### src/rtl/screen_writer_if.sv
// Bus bundle between a screen writer and its environment: CPU write queue,
// clear engine control, scanout read enable and the VRAM write port.
interface screen_writer_if #(
    parameter int ADDR_W = 13,
    parameter int DATA_W = 16
);
    logic              cpu_wr_en;
    logic [ADDR_W-1:0] cpu_wr_addr;
    logic [DATA_W-1:0] cpu_wr_data;
    logic              cpu_busy;
    logic              clr_start;
    logic [DATA_W-1:0] clr_value;
    logic              clr_busy;
    logic              clr_done;
    logic              vga_rden;
    logic              vram_wren;
    logic [ADDR_W-1:0] vram_waddr;
    logic [DATA_W-1:0] vram_wdata;
    logic              pending;

    modport master (
        output cpu_wr_en, cpu_wr_addr, cpu_wr_data, clr_start, clr_value, vga_rden,
        input  cpu_busy, clr_busy, clr_done, vram_wren, vram_waddr, vram_wdata, pending
    );

    modport slave (
        input  cpu_wr_en, cpu_wr_addr, cpu_wr_data, clr_start, clr_value, vga_rden,
        output cpu_busy, clr_busy, clr_done, vram_wren, vram_waddr, vram_wdata, pending
    );
endinterface

### src/rtl/screen_writer.sv
// Write side of the shared screen VRAM port: queues CPU writes, runs a
// full-screen clear engine, and only writes on cycles scanout is not reading.
module screen_writer #(
    parameter int DEPTH  = 4,
    parameter int ADDR_W = 13,
    parameter int DATA_W = 16
) (
    input  logic            clk,
    input  logic            reset,
    screen_writer_if.slave  bus
);
    localparam int PTR_W = $clog2(DEPTH);
    localparam int CNT_W = $clog2(DEPTH + 1);
    localparam logic [CNT_W-1:0] FULL_CNT = CNT_W'(DEPTH);

    typedef enum logic [0:0] {
        ST_IDLE  = 1'b0,
        ST_CLEAR = 1'b1
    } state_t;

    typedef struct packed {
        logic [ADDR_W-1:0] addr;
        logic [DATA_W-1:0] data;
    } entry_t;

    entry_t            mem_r [DEPTH];
    logic [PTR_W-1:0]  wr_ptr_r;
    logic [PTR_W-1:0]  rd_ptr_r;
    logic [CNT_W-1:0]  count_r;
    state_t            state_r;
    logic [ADDR_W-1:0] clr_cnt_r;
    logic [DATA_W-1:0] clr_val_r;
    logic              clr_done_r;

    logic              full_s;
    logic              pending_s;
    logic              push_s;
    logic              pop_s;
    logic              wren_s;
    logic [ADDR_W-1:0] waddr_s;
    logic [DATA_W-1:0] wdata_s;
    entry_t            head_s;

    // Write-port selection; scanout priority is enforced by gating on vga_rden.
    always_comb begin
        full_s    = (count_r == FULL_CNT);
        pending_s = (count_r != {CNT_W{1'b0}});
        push_s    = bus.cpu_wr_en && !full_s;
        head_s    = mem_r[rd_ptr_r];
        wren_s    = 1'b0;
        waddr_s   = head_s.addr;
        wdata_s   = head_s.data;
        case (state_r)
            ST_IDLE: begin
                wren_s  = !bus.vga_rden && pending_s;
                waddr_s = head_s.addr;
                wdata_s = head_s.data;
            end
            ST_CLEAR: begin
                wren_s  = !bus.vga_rden;
                waddr_s = clr_cnt_r;
                wdata_s = clr_val_r;
            end
            default: begin
                wren_s  = 1'b0;
                waddr_s = head_s.addr;
                wdata_s = head_s.data;
            end
        endcase
        if (state_r == ST_IDLE) begin
            pop_s = wren_s;
        end else begin
            pop_s = 1'b0;
        end
    end

    assign bus.cpu_busy   = full_s;
    assign bus.pending    = pending_s;
    assign bus.clr_busy   = (state_r == ST_CLEAR);
    assign bus.clr_done   = clr_done_r;
    assign bus.vram_wren  = wren_s;
    assign bus.vram_waddr = waddr_s;
    assign bus.vram_wdata = wdata_s;

    // CPU write FIFO; storage is reset so the idle write port reads zero.
    always_ff @(posedge clk or posedge reset) begin
        if (reset) begin
            wr_ptr_r <= {PTR_W{1'b0}};
            rd_ptr_r <= {PTR_W{1'b0}};
            count_r  <= {CNT_W{1'b0}};
            for (int i = 0; i < DEPTH; i++) begin
                mem_r[i] <= {($bits(entry_t)){1'b0}};
            end
        end else begin
            if (push_s) begin
                mem_r[wr_ptr_r] <= {bus.cpu_wr_addr, bus.cpu_wr_data};
                wr_ptr_r        <= wr_ptr_r + {{(PTR_W-1){1'b0}}, 1'b1};
            end
            if (pop_s) begin
                rd_ptr_r <= rd_ptr_r + {{(PTR_W-1){1'b0}}, 1'b1};
            end
            case ({push_s, pop_s})
                2'b10:   count_r <= count_r + {{(CNT_W-1){1'b0}}, 1'b1};
                2'b01:   count_r <= count_r - {{(CNT_W-1){1'b0}}, 1'b1};
                default: count_r <= count_r;
            endcase
        end
    end

    // Clear engine state machine; a clear only starts once the FIFO is empty.
    always_ff @(posedge clk or posedge reset) begin
        if (reset) begin
            state_r    <= ST_IDLE;
            clr_cnt_r  <= {ADDR_W{1'b0}};
            clr_val_r  <= {DATA_W{1'b0}};
            clr_done_r <= 1'b0;
        end else begin
            clr_done_r <= 1'b0;
            case (state_r)
                ST_IDLE: begin
                    if (bus.clr_start && !pending_s) begin
                        state_r   <= ST_CLEAR;
                        clr_val_r <= bus.clr_value;
                        clr_cnt_r <= {ADDR_W{1'b0}};
                    end
                end
                ST_CLEAR: begin
                    if (wren_s) begin
                        clr_cnt_r <= clr_cnt_r + {{(ADDR_W-1){1'b0}}, 1'b1};
                        if (&clr_cnt_r) begin
                            state_r    <= ST_IDLE;
                            clr_done_r <= 1'b1;
                        end
                    end
                end
                default: begin
                    state_r <= ST_IDLE;
                end
            endcase
        end
    end
endmodule

### src/flat_wrapper.sv
// flat-port wrapper written by rule: the top's interface ports become plain ports
module screen_writer_flat 
#(
    parameter int DEPTH  = 4,
    parameter int ADDR_W = 13,
    parameter int DATA_W = 16
)
  (clk, reset, bus_cpu_wr_en, bus_cpu_wr_addr, bus_cpu_wr_data, bus_clr_start, bus_clr_value, bus_vga_rden, bus_cpu_busy, bus_clr_busy, bus_clr_done, bus_vram_wren, bus_vram_waddr, bus_vram_wdata, bus_pending);
  screen_writer_if #(.ADDR_W(ADDR_W), .DATA_W(DATA_W)) bus_i ();
  input  logic clk;
  input  logic reset;
  input wire logic [$bits(bus_i.cpu_wr_en)-1:0] bus_cpu_wr_en;
  input wire logic [$bits(bus_i.cpu_wr_addr)-1:0] bus_cpu_wr_addr;
  input wire logic [$bits(bus_i.cpu_wr_data)-1:0] bus_cpu_wr_data;
  input wire logic [$bits(bus_i.clr_start)-1:0] bus_clr_start;
  input wire logic [$bits(bus_i.clr_value)-1:0] bus_clr_value;
  input wire logic [$bits(bus_i.vga_rden)-1:0] bus_vga_rden;
  output wire logic [$bits(bus_i.cpu_busy)-1:0] bus_cpu_busy;
  output wire logic [$bits(bus_i.clr_busy)-1:0] bus_clr_busy;
  output wire logic [$bits(bus_i.clr_done)-1:0] bus_clr_done;
  output wire logic [$bits(bus_i.vram_wren)-1:0] bus_vram_wren;
  output wire logic [$bits(bus_i.vram_waddr)-1:0] bus_vram_waddr;
  output wire logic [$bits(bus_i.vram_wdata)-1:0] bus_vram_wdata;
  output wire logic [$bits(bus_i.pending)-1:0] bus_pending;
  assign bus_i.cpu_wr_en = bus_cpu_wr_en;
  assign bus_i.cpu_wr_addr = bus_cpu_wr_addr;
  assign bus_i.cpu_wr_data = bus_cpu_wr_data;
  assign bus_i.clr_start = bus_clr_start;
  assign bus_i.clr_value = bus_clr_value;
  assign bus_i.vga_rden = bus_vga_rden;
  assign bus_cpu_busy = bus_i.cpu_busy;
  assign bus_clr_busy = bus_i.clr_busy;
  assign bus_clr_done = bus_i.clr_done;
  assign bus_vram_wren = bus_i.vram_wren;
  assign bus_vram_waddr = bus_i.vram_waddr;
  assign bus_vram_wdata = bus_i.vram_wdata;
  assign bus_pending = bus_i.pending;
  screen_writer #(.DEPTH(DEPTH), .ADDR_W(ADDR_W), .DATA_W(DATA_W)) u_core (.clk(clk), .reset(reset), .bus(bus_i));
endmodule
### config.mk
export PLATFORM = sky130hd
export DESIGN_NAME = screen_writer_flat
export DESIGN_NICKNAME = d
export VERILOG_FILES = /design/src/rtl/screen_writer_if.sv /design/src/rtl/screen_writer.sv /design/src/flat_wrapper.sv
export SDC_FILE = /design/constraint.sdc
export NUM_CORES = 1
export LEC_CHECK = 0
export CAP_MARGIN = 20
export CORE_MARGIN = 2
export CORE_UTILIZATION = 30
export DETAILED_ROUTE_END_ITERATION = 8
export PLACE_DENSITY = 0.47
export SLEW_MARGIN = 25
export SYNTH_ARGS = -nofsm -noshare
export SYNTH_HDL_FRONTEND = slang
export SYNTH_SLANG_ARGS = --single-unit
### constraint.sdc
create_clock -name clk -period 12.95 [get_ports clk]
set_input_delay 1.295 -clock clk [delete_from_list [all_inputs] [get_ports clk]]
set_output_delay 1.295 -clock clk [all_outputs]
set_load 0.01 [all_outputs]
==> flow_results.org <==
** Die
- The initialized floorplan defines 56 standard-cell rows.
- Placeable Area :: 0.02361 mm²
- The die is 159.6 µm wide.
- Effective utilization at floorplan :: a little under a third
- Die outline height :: 159.6 µm
- Die Area :: between 0.02 and 0.03 mm²
- Pin placement for this block handled 84 I/O pins.

** Critical path
- Depth of the worst register-to-register path :: 4
- CP required :: around 12 ns
- Data arrives at the worst endpoint at 2.63 ns.
- The worst setup path is launched from a flip-flop.
- Maximum fanout along the worst path :: 31
- The setup check on the worst reg-to-reg path leaves a slack of about 10 ns.
- Worst reg2reg path startpoint :: u_core.count_r[2]$_DFFE_PP0P_
- The worst register-to-register path ends at u_core.mem_r[96]$_DFFE_PP0P_.
- Worst setup path category :: reg -> out
- The worst setup path is captured at an output port.

** Synthesis
- Async set or reset register ratio after synthesis :: 100.0%
- Adder-cell share of the synthesized area :: 1.310%
- The most used flip-flop cell after synthesis is sky130_fd_sc_hd__dfrtp_1.
- In the post-synthesis netlist, the cell with the most instances is sky130_fd_sc_hd__dfrtp_1.
- Synthesis Warnings :: 0
- Number of flip-flops and latches in the synthesized netlist :: about 150
- Cells after synthesis :: about 530
- After synthesis, the most frequently instantiated cells are sky130_fd_sc_hd__dfrtp_1 (154), sky130_fd_sc_hd__mux2_2 (93), sky130_fd_sc_hd__nand2_1 (92).
- By area the synthesized netlist is led by sky130_fd_sc_hd__dfrtp_1 (53%), sky130_fd_sc_hd__mux2_2 (14%), sky130_fd_sc_hd__mux4_2 (9.0%).
- Cell variety after synth :: 34
- Multiplexer cells account for 31.69% of the synthesized area.
- Net Count, Synth :: between 500 and 600
- Simple logic cell fraction of the synthesized area :: 7.686%
- Sequential elements use a little over half of the synthesized area.
- Number of flops mapped to enable cells by yosys :: 0
- Of the post-synthesis cell area, the dominant cell type holds a little over half.
- Synth Cell Area :: around 0.0073 mm²
- Summing the areas of all xor and xnor instances in the mapped netlist gives less than 1% of the synthesized area.
- Combinational family with the most area after synthesis :: multiplexers
- Library cell with the largest summed area after synthesis :: sky130_fd_sc_hd__dfrtp_1
- Compound-gate portion of the synthesized area :: about 2.3%
- Mapped Avg Cell Area :: 13.78 µm²

** Clock network
- Clock-pin slew was measured on the worst setup and hold paths at 0.06 ns.
- Hold-fix buffer count after cts :: 0
- CTS saw between 150 and 200 sinks.
- Worst skew pair latency :: 0.42 ns
- Number of H-tree levels :: 4
- Root buffer cell :: sky130_fd_sc_hd__clkbuf_16
- Clock tree from TritonCTS :: yes
- After clock tree synthesis, the setup repair step added 0 buffers.
- Resize count post-CTS :: 0
- Counting along the longest clock path gives a buffer depth of 2.
- TritonCTS created 17 clock buffers.

** STA
- Dividing the final minimum period by the clock period gives a little under a third.
- For the pin with the worst max-slew slack, the measured transition is between 0.9 and 1 ns.
- Total setup violations reported at the end of the flow :: 0
- Max Fclk :: about 250 MHz
- Hold Worst Slack :: between 0.4 and 0.5 ns
- Setup repair after global routing left no endpoint under its margin.
- The smallest clock period supported by the final layout is computed as between 3 and 4 ns.
- Setup TNS :: 0 ns
- Measured against its own limit, the worst slew margin works out to about a third.
- The count of final max-slew check failures is 0.
- Clock skew on the completed layout was measured at 0.006431 ns.
- Final Hold Viols :: 0

** Global route
- The first global-routing pass estimated 28150 µm of wire.
- The number of antenna violations at the first check in global routing was 1.
- Vias in the first global route :: 4820
- Pin count of the biggest net entering global routing :: 91
- Summed over all layers, the global routing overflow is 0.
- Gr usage total :: 14.45%

** Drt
- The routed design uses 550 µm of met3 wire.
- After detailed routing, the average wire length per cell comes to approximately 19 µm.
- Dividing the detail-routed via count by the number of cells gives approximately 4.7.
- The count of nets left with antenna violations once routing finished came out at 0.
- In the detailed route, the total length drawn on met2 is between 8000 and 9000 µm.
- Total iterations of the first detailed-routing run :: 4
- Aggregate routed wire length :: ~17000 µm
- After detailed routing, the number of remaining DRC violations is 0.
- DRC violation total after the first TritonRoute iteration :: around 200
- Across all layers, the routed design uses roughly 4400 vias.
- Max Used Layer :: met4
- For this block, wires on met1 add up to slightly below 8000 µm.

** Place
- The placed instances occupy a cell area of between 0.008 and 0.009 mm².
- Post-detail-place hpwl :: 10720 µm
- Buffers on Ports :: between 80 and 90
- Final weighted congestion of routability-driven global placement :: around 0.72

** Worst hold path
- Min-delay src :: u_core.mem_r[43]$_DFFE_PP0P_
- Number of instances on the worst hold path :: 1
- The worst hold path terminates at u_core.mem_r[43]$_DFFE_PP0P_.
- Worst hold path class :: reg -> reg

** Power and ir drop
- In this run the static leakage power is 3.945 nW.
- Power density of the placed cells :: approximately 260 mW/mm²
- Total power :: around 0.0023 W
- VDD sags by at most around 0.10 mV.

** Final layout
- Relative to the synthesized area, the layout overhead comes to 23.32%.
- Finished Cell Area :: between 0.008 and 0.009 mm²
- Number of nets in the layout :: 660
- Layout cell share with drive strength beyond 1 :: roughly a third

** Status
- The flow ran to the end, and the final reports show no timing, DRC or antenna violations.

** Flow run
- The tool flagged a number of max-cap violations equal to 0.
[state kept, by name, indices dropped and copies added, names as in the netlist]
name / flops
u_core.bus.clr_busy: 1
u_core.bus.clr_done: 1
u_core.clr_cnt_r: 13
u_core.clr_val_r: 16
u_core.count_r: 3
u_core.mem_r: 116
u_core.rd_ptr_r: 2
u_core.wr_ptr_r: 2
[logic make-up after synthesis]
kind of cell / count (synthesis)
fa+ha+maj: 7
simple gates: 127
compound gates: 31
buf+inv: 39
flops: 154
xor+xnor: 7
mux: 162
[cells in the final DEF (no fill, tap or decap), types with 3 or more instances in the layout]
| master | instances |
|---|---|
| sky130_fd_sc_hd__nand2_1 | 92 |
| sky130_fd_sc_hd__nand2_4 | 3 |
| sky130_fd_sc_hd__mux4_2 | 29 |
| sky130_fd_sc_hd__nor2_1 | 4 |
| sky130_fd_sc_hd__nand4_1 | 6 |
| sky130_fd_sc_hd__clkinv_2 | 4 |
| sky130_fd_sc_hd__buf_4 | 6 |
| sky130_fd_sc_hd__clkdlybuf4s50_1 | 83 |
| sky130_fd_sc_hd__and2_1 | 3 |
| sky130_fd_sc_hd__ha_1 | 6 |
| sky130_fd_sc_hd__a31oi_1 | 3 |
| sky130_fd_sc_hd__clkbuf_8 | 3 |
| sky130_fd_sc_hd__a21oi_1 | 6 |
| sky130_fd_sc_hd__dfrtp_1 | 153 |
| sky130_fd_sc_hd__xnor2_1 | 5 |
| sky130_fd_sc_hd__inv_1 | 5 |
| sky130_fd_sc_hd__nor3_1 | 4 |
| sky130_fd_sc_hd__mux2_4 | 40 |
| sky130_fd_sc_hd__nand3_1 | 5 |
| sky130_fd_sc_hd__clkbuf_16 | 17 |
| sky130_fd_sc_hd__o21ai_0 | 17 |
| sky130_fd_sc_hd__mux2_2 | 93 |
| sky130_fd_sc_hd__clkinvlp_4 | 4 |
[metrics by stage]
step	std cells	setup slack, ns	util [%]
finish	936	9.022	37.92
global placement	903	9.159	35.35
detailed placement	903	9.031	35.35
global route	935	8.855	37.91
floorplan	527	7.505	-
CTS	935	8.938	37.84
[worst max-delay path, stage by stage, from the launching register on]
cell and delay (ns):
sky130_fd_sc_hd__dfrtp_2 0.34, sky130_fd_sc_hd__buf_4 0.56, sky130_fd_sc_hd__mux4_2 0.60, sky130_fd_sc_hd__nand2_1 0.08
sky130_fd_sc_hd__o21ai_0 0.11, sky130_fd_sc_hd__clkdlybuf4s50_1 0.51
[cell type report]
| type | instances | area, µm² |
|---|---|---|
| multi-input cells | 334 | 3201 |
| clock buffers | 21 | 470.5 |
| clock inverters | 11 | 118.9 |
| well taps | 319 | 399.1 |
| repair buffers | 89 | 875.8 |
| fillers | 2295 | 14660 |
| inverters | 7 | 31.28 |
| diodes | 1 | 2.502 |
| flip-flops and latches | 154 | 3855 |
[power breakdown]
| part | switching (W) | total (W) | internal (W) |
|---|---|---|---|
| Sequential | 0.000124 | 0.000836 | 0.000712 |
| Clock | 0.000197 | 0.000495 | 0.000298 |
| Combinational | 0.000402 | 0.000973 | 0.000571 |
[worst max path at each step]
| stage | startpoint | end | slack, ns |
|---|---|---|---|
| 5_1_grt | u_core.rd_ptr_r[0]$_DFFE_PP0P_ | bus_vram_waddr[12] | 8.85 |
| 3_5_place_dp | bus_cpu_wr_en | u_core.mem_r[16]$_DFFE_PP0P_ | 9.03 |
| 4_1_cts | u_core.bus.clr_busy$_DFF_PP0_ | bus_vram_waddr[12] | 8.94 |
| 3_3_place_gp | bus_vga_rden | bus_vram_wren | 9.16 |
| 2_1_floorplan | reset | u_core.bus.clr_busy$_DFF_PP0_ | 7.51 |
| 6_report | u_core.rd_ptr_r[0]$_DFFE_PP0P_ | bus_vram_waddr[12] | 9.02 |
[per-layer routing]
metal  vias up  track usage (%)
li1       2026                -
met1      2320            18.43
met2        61            24.30
met3        16            3.230
met4         0            4.835
met5         -                0
(Power assumes the default switching activity.)
